## src/rtl/decoder24_seq_if.sv

```systemverilog
// Handshake and decoded-output bundle for decoder24_seq.
// The master drives the code; the slave (the decoder) returns readiness and one-hot lines.
interface decoder24_seq_if;
    logic in_valid;
    logic in_ready;
    logic y0;
    logic y1;
    logic a0;
    logic a1;
    logic a2;
    logic a3;
    logic out_valid;

    modport master (
        output in_valid,
        output y0,
        output y1,
        input  in_ready,
        input  a0,
        input  a1,
        input  a2,
        input  a3,
        input  out_valid
    );

    modport slave (
        input  in_valid,
        input  y0,
        input  y1,
        output in_ready,
        output a0,
        output a1,
        output a2,
        output a3,
        output out_valid
    );
endinterface

```

## src/rtl/decoder24_seq.sv

```systemverilog
// Sequenced 2-to-4 decoder: each accepted code drives one line for HOLD_CYCLES, then GAP_CYCLES of zeros.
// Optional per-line saturating event counters are built when DECODER24_CNT_EN is defined.
module decoder24_seq #(
    parameter int HOLD_CYCLES = 4,
    parameter int GAP_CYCLES  = 1
) (
    input  logic                 clk,
    input  logic                 rst,
    decoder24_seq_if.slave       bus,
    input  logic [1:0]           cnt_sel,
    output logic [7:0]           cnt_out
);

    typedef enum logic [1:0] {
        IDLE = 2'd0,
        HOLD = 2'd1,
        GAP  = 2'd2
    } state_t;

    localparam logic [7:0] HOLD_LOAD = 8'(HOLD_CYCLES - 1);
    localparam logic [7:0] GAP_LOAD  = 8'(GAP_CYCLES - 1);

    state_t     state_q, state_d;
    logic [7:0] hold_cnt_q, hold_cnt_d;
    logic [7:0] gap_cnt_q, gap_cnt_d;
    logic [1:0] code_q, code_d;
    logic [3:0] lines_q, lines_d;
    logic       out_valid_q, out_valid_d;
    logic       accept;
    logic [1:0] code_in;

    assign code_in      = {bus.y1, bus.y0};
    assign bus.in_ready = (state_q == IDLE);
    assign accept       = bus.in_valid && (state_q == IDLE);

    always_comb begin
        // NOTE: every combinational output gets a default first, so no path can leave one unassigned and infer a latch.
        state_d     = state_q;
        hold_cnt_d  = hold_cnt_q;
        gap_cnt_d   = gap_cnt_q;
        code_d      = code_q;

        unique case (state_q)
            IDLE: begin
                if (accept) begin
                    code_d     = code_in;
                    hold_cnt_d = HOLD_LOAD;
                    state_d    = HOLD;
                end
            end
            HOLD: begin
                if (hold_cnt_q == 8'd0) begin
                    if (GAP_CYCLES > 0) begin
                        gap_cnt_d = GAP_LOAD;
                        state_d   = GAP;
                    end else begin
                        state_d   = IDLE;
                    end
                end else begin
                    hold_cnt_d = hold_cnt_q - 8'd1;
                end
            end
            GAP: begin
                if (gap_cnt_q == 8'd0) begin
                    state_d = IDLE;
                end else begin
                    gap_cnt_d = gap_cnt_q - 8'd1;
                end
            end
            default: state_d = IDLE;
        endcase

        // Outputs are registered from the next state so they line up with the state they describe.
        out_valid_d = (state_d == HOLD);
        lines_d     = (state_d == HOLD) ? (4'b0001 << code_d) : 4'b0000;
    end

    always_ff @(posedge clk) begin
        // NOTE: sequential state uses non-blocking assignments so every register samples pre-edge values.
        if (rst) begin
            state_q     <= IDLE;
            hold_cnt_q  <= 8'd0;
            gap_cnt_q   <= 8'd0;
            code_q      <= 2'b00;
            lines_q     <= 4'b0000;
            out_valid_q <= 1'b0;
        end else begin
            state_q     <= state_d;
            hold_cnt_q  <= hold_cnt_d;
            gap_cnt_q   <= gap_cnt_d;
            code_q      <= code_d;
            lines_q     <= lines_d;
            out_valid_q <= out_valid_d;
        end
    end

    assign bus.a0        = lines_q[0];
    assign bus.a1        = lines_q[1];
    assign bus.a2        = lines_q[2];
    assign bus.a3        = lines_q[3];
    assign bus.out_valid = out_valid_q;

`ifdef DECODER24_CNT_EN
    logic [7:0] cnt_q [4];

    always_ff @(posedge clk) begin
        // NOTE: the counter array is a handful of flops, not a RAM, so clearing it on reset is cheap and observable.
        if (rst) begin
            for (int i = 0; i < 4; i++) begin
                cnt_q[i] <= 8'd0;
            end
        end else if (accept && (cnt_q[code_in] != 8'hFF)) begin
            cnt_q[code_in] <= cnt_q[code_in] + 8'd1;
        end
    end

    assign cnt_out = cnt_q[cnt_sel];
`else
    logic unused_cnt_sel;

    assign unused_cnt_sel = ^cnt_sel;
    assign cnt_out        = 8'd0;
`endif

endmodule

```

## src/flat_wrapper.sv

```systemverilog
// flat-port wrapper written by rule: the top's interface ports become plain ports
module decoder24_seq_flat 
#(
    parameter int HOLD_CYCLES = 4,
    parameter int GAP_CYCLES  = 1
)
  (clk, rst, cnt_sel, cnt_out, bus_in_valid, bus_y0, bus_y1, bus_in_ready, bus_a0, bus_a1, bus_a2, bus_a3, bus_out_valid);
  decoder24_seq_if bus_i ();
  input  logic clk;
  input  logic rst;
  input  logic [1:0] cnt_sel;
  output logic [7:0] cnt_out;
  input wire logic [$bits(bus_i.in_valid)-1:0] bus_in_valid;
  input wire logic [$bits(bus_i.y0)-1:0] bus_y0;
  input wire logic [$bits(bus_i.y1)-1:0] bus_y1;
  output wire logic [$bits(bus_i.in_ready)-1:0] bus_in_ready;
  output wire logic [$bits(bus_i.a0)-1:0] bus_a0;
  output wire logic [$bits(bus_i.a1)-1:0] bus_a1;
  output wire logic [$bits(bus_i.a2)-1:0] bus_a2;
  output wire logic [$bits(bus_i.a3)-1:0] bus_a3;
  output wire logic [$bits(bus_i.out_valid)-1:0] bus_out_valid;
  assign bus_i.in_valid = bus_in_valid;
  assign bus_i.y0 = bus_y0;
  assign bus_i.y1 = bus_y1;
  assign bus_in_ready = bus_i.in_ready;
  assign bus_a0 = bus_i.a0;
  assign bus_a1 = bus_i.a1;
  assign bus_a2 = bus_i.a2;
  assign bus_a3 = bus_i.a3;
  assign bus_out_valid = bus_i.out_valid;
  decoder24_seq #(.HOLD_CYCLES(HOLD_CYCLES), .GAP_CYCLES(GAP_CYCLES)) u_core (.clk(clk), .rst(rst), .bus(bus_i), .cnt_sel(cnt_sel), .cnt_out(cnt_out));
endmodule
```

## config.mk

```make
export PLATFORM = sky130hd
export DESIGN_NAME = decoder24_seq_flat
export DESIGN_NICKNAME = d
export VERILOG_FILES = /design/src/rtl/decoder24_seq_if.sv /design/src/rtl/decoder24_seq.sv /design/src/flat_wrapper.sv
export SDC_FILE = /design/constraint.sdc
export NUM_CORES = 1
export LEC_CHECK = 0
export CAP_MARGIN = 20
export CORE_MARGIN = 3
export CORE_UTILIZATION = 55
export DETAILED_ROUTE_END_ITERATION = 10
export HOLD_SLACK_MARGIN = 0.05
export PLACE_DENSITY_LB_ADDON = 0.25
export SLEW_MARGIN = 0
export SYNTH_ARGS = -nofsm -noshare
export SYNTH_HDL_FRONTEND = slang
export SYNTH_SLANG_ARGS = --single-unit
export TNS_END_PERCENT = 10
```

## constraint.sdc

```tcl
create_clock -name clk -period 5 [get_ports clk]
set_input_delay 1 -clock clk [delete_from_list [all_inputs] [get_ports clk]]
set_output_delay 1 -clock clk [all_outputs]
set_load 0.02 [all_outputs]
```

==> flow_metrics.tcl <==
set metrics [dict create \
    status "finished, final reports clean" \
    routed_wl_um 2720 \
    fin_crit_ns 2.88 \
    num_vias 1198 \
    drive_gt1_frac 0.0819 \
    synth-seq-cells 25 \
    yosysTopAreaCellShare 0.351 \
    clkLatencyLatePin_ns 0.32 \
    netlist_instances 161 \
    hold_buffers 0 \
    ant_nets 0 \
    pwr_density_cell_nw_per_um2 436 \
    cp_max_fo 9 \
    clk_pin_slew_ns 0.13 \
    layout.nets 185 \
    synth_common_cells "25 x dfxtp_1, 13 x a21oi_1, 12 x nor2_1, 10 x buf_4" \
    drt_iter0_drc 47 \
    root_buffer "clkbuf_4" \
    die_y_um 56.9 \
    tritoncts "built" \
    final.period_utilization 0.575 \
    ys_warn_count 0 \
    gp_congestion 0.791 \
    synth_area_leader_cell "dfxtp_1" \
    post_cts_buffers 0 \
    detailedPlace.worstSlack_ns 2.10 \
    area_delta_synth_final_pct 7.64 \
    finalNonFillerCells 199 \
    cp-start-kind "register" \
    worstMarginPinSlew_ns 0.566 \
    p_leak_nw 0.600 \
    track_usage 0.180 \
    htreeDepth 1 \
    end_kind "primary output" \
    maxCapViolCount 0 \
    grt_pass1_vias 1146 \
    row_count 17 \
    slew_headroom 0.613 \
    cts_buffers 3 \
    drtPass1Iterations 4 \
    grt_max_degree 16 \
    via_per_inst 6.02 \
    clkSinkCount 25 \
    synth_edf_count 0 \
    slew_violations 0 \
    min_path_type "register to register" \
    fin_skew_ns 0.00143 \
    pin_count 21 \
    n_antenna_cell 0 \
    hpwl_um 2070 \
    crit_type "register to primary output" \
    synth_most_common_cell "dfxtp_1" \
    synth_seq_area_share 0.351 \
    core_um2 2340 \
    drc 0 \
    grt_pass1_wl_um 4820 \
    ys_async_sr_fraction 0 \
    layout_setup_ws_ns 2.12 \
    synth_area_um2 1420 \
    fmax_ghz 0.348 \
    dieArea_um2 3240 \
    finalHoldViolations 0 \
    grt_overflow 0 \
    synth_flop_cell "dfxtp_1" \
    tns_ns 0 \
    io_buffer_count 10 \
    ys_top_cells_by_area "dfxtp_1 35%, buf_4 5.3%, ha_1 5.3%, a21oi_1 4.6%, or4_1 4.2%" \
    avgSynthCellArea_um2 8.84 \
    final-setup-viol-count 0 \
    ir_drop_mv 0.274 \
    wl_per_cell_um 13.7 \
    crit_required_ns 4.00 \
    die_w_um 56.9 \
    synth.distinct_cells 44 \
    cts_buffer_depth 2 \
    cp.arrival_ns 1.88 \
    cts_resized 0 \
    rsz0062_at_grt "false" \
    antenna_found_initial 0 \
    dp.cells 195 \
    start_util 0.609 \
]
[layer usage]
layer | track usage | vias to the layer above | part of all wire
met4 | 0.0695 | 0 | 0.0092
met3 | 0.0230 | 4 | 0.048
li1 | - | 601 | -
met5 | 0 | - | 0
met2 | 0.295 | 36 | 0.47
met1 | 0.236 | 557 | 0.47
[flip-flops by register name, summed over array words and instances, names as in the netlist]
name / cells
u_core.state_q: 2
u_core.hold_cnt_q: 8
u_core.lines_q: 4
u_core.bus.out_valid: 1
u_core.code_q: 2
u_core.gap_cnt_q: 8
[cell type report]
| type | instances | area [um2] |
|---|---|---|
| multi-input combinational | 123 | 836 |
| timing repair buffer | 11 | 105 |
| sequential | 25 | 500 |
| inverter | 8 | 30.0 |
| fill | 201 | 807 |
| tap | 28 | 35.0 |
| clock buffer | 4 | 26.3 |
[cell usage in the layout (no fill, tap or decap), types with 2 or more instances in the layout]
master and n:
a2111oi_0 3, a211oi_1 2, a21o_1 2, a21oi_1 13, and3_1 2, clkbuf_4 3
clkdlybuf4s50_1 10, conb_1 8, dfxtp_1 25, ha_1 6, inv_1 8, mux2i_1 4
nand2_1 7, nand2b_1 2, nand3_1 2, nand3b_1 2, nor2_1 12, nor2b_1 4
nor3_1 4, nor4_1 2, nor4b_1 2, nor4bb_1 2, o21ai_0 5, o31ai_1 4
or2_2 3, or3_1 7, or4_1 8, xnor2_1 2
[kinds of logic (layout without fill, tap and decap cells)]
group	count (synthesis)	in the layout	share of synthesized area
AOI/OAI and AO/OA	38	38	0.180
xor gates and xnor gates	2	2	0.0123
adders and majority gates	6	6	0.0527
buffers and inverters	20	23	0.0800
DFF	25	25	0.351
muxes	5	5	0.0360
other	1	8	0.00263
and+or+nand+nor	64	64	0.285
[where the power goes]
part | switching (mW) | internal (mW) | total (mW)
combinational | 0.167 | 0.134 | 0.301
clock | 0.0605 | 0.0312 | 0.0917
sequential | 0.0399 | 0.235 | 0.274
[critical path, stage by stage, from the launching register on]
cell and delay [ns]:
dfxtp_1 0.36, inv_1 0.11, ha_1 0.41, clkdlybuf4s50_1 0.68
[worst paths after layout]
check / slack [ns] / start / endpoint / cells after the start
setup / recovery: 2.12 / u_core.state_q[1] / bus_in_ready / 3
hold / removal: 0.52 / u_core.gap_cnt_q[7] / u_core.gap_cnt_q[7] / 2
setup reg to reg: 2.81 / u_core.state_q[0] / u_core.gap_cnt_q[2] / 6
hold reg to reg: 0.52 / u_core.gap_cnt_q[7] / u_core.gap_cnt_q[7] / 2
[metrics by stage]
stage	power, mW	cell area, um2	hold WS (ns)	utilization
6_report	0.668	1530	0.523	0.655
5_1_grt	0.715	1530	0.559	0.655
4_1_cts	0.667	1530	0.517	0.655
3_5_place_dp	0.576	1510	0.500	0.644
3_3_place_gp	0.563	1500	0.485	0.642
2_1_floorplan	0.519	1450	0.464	-
Note: power is estimated with default switching activity, not from simulation.
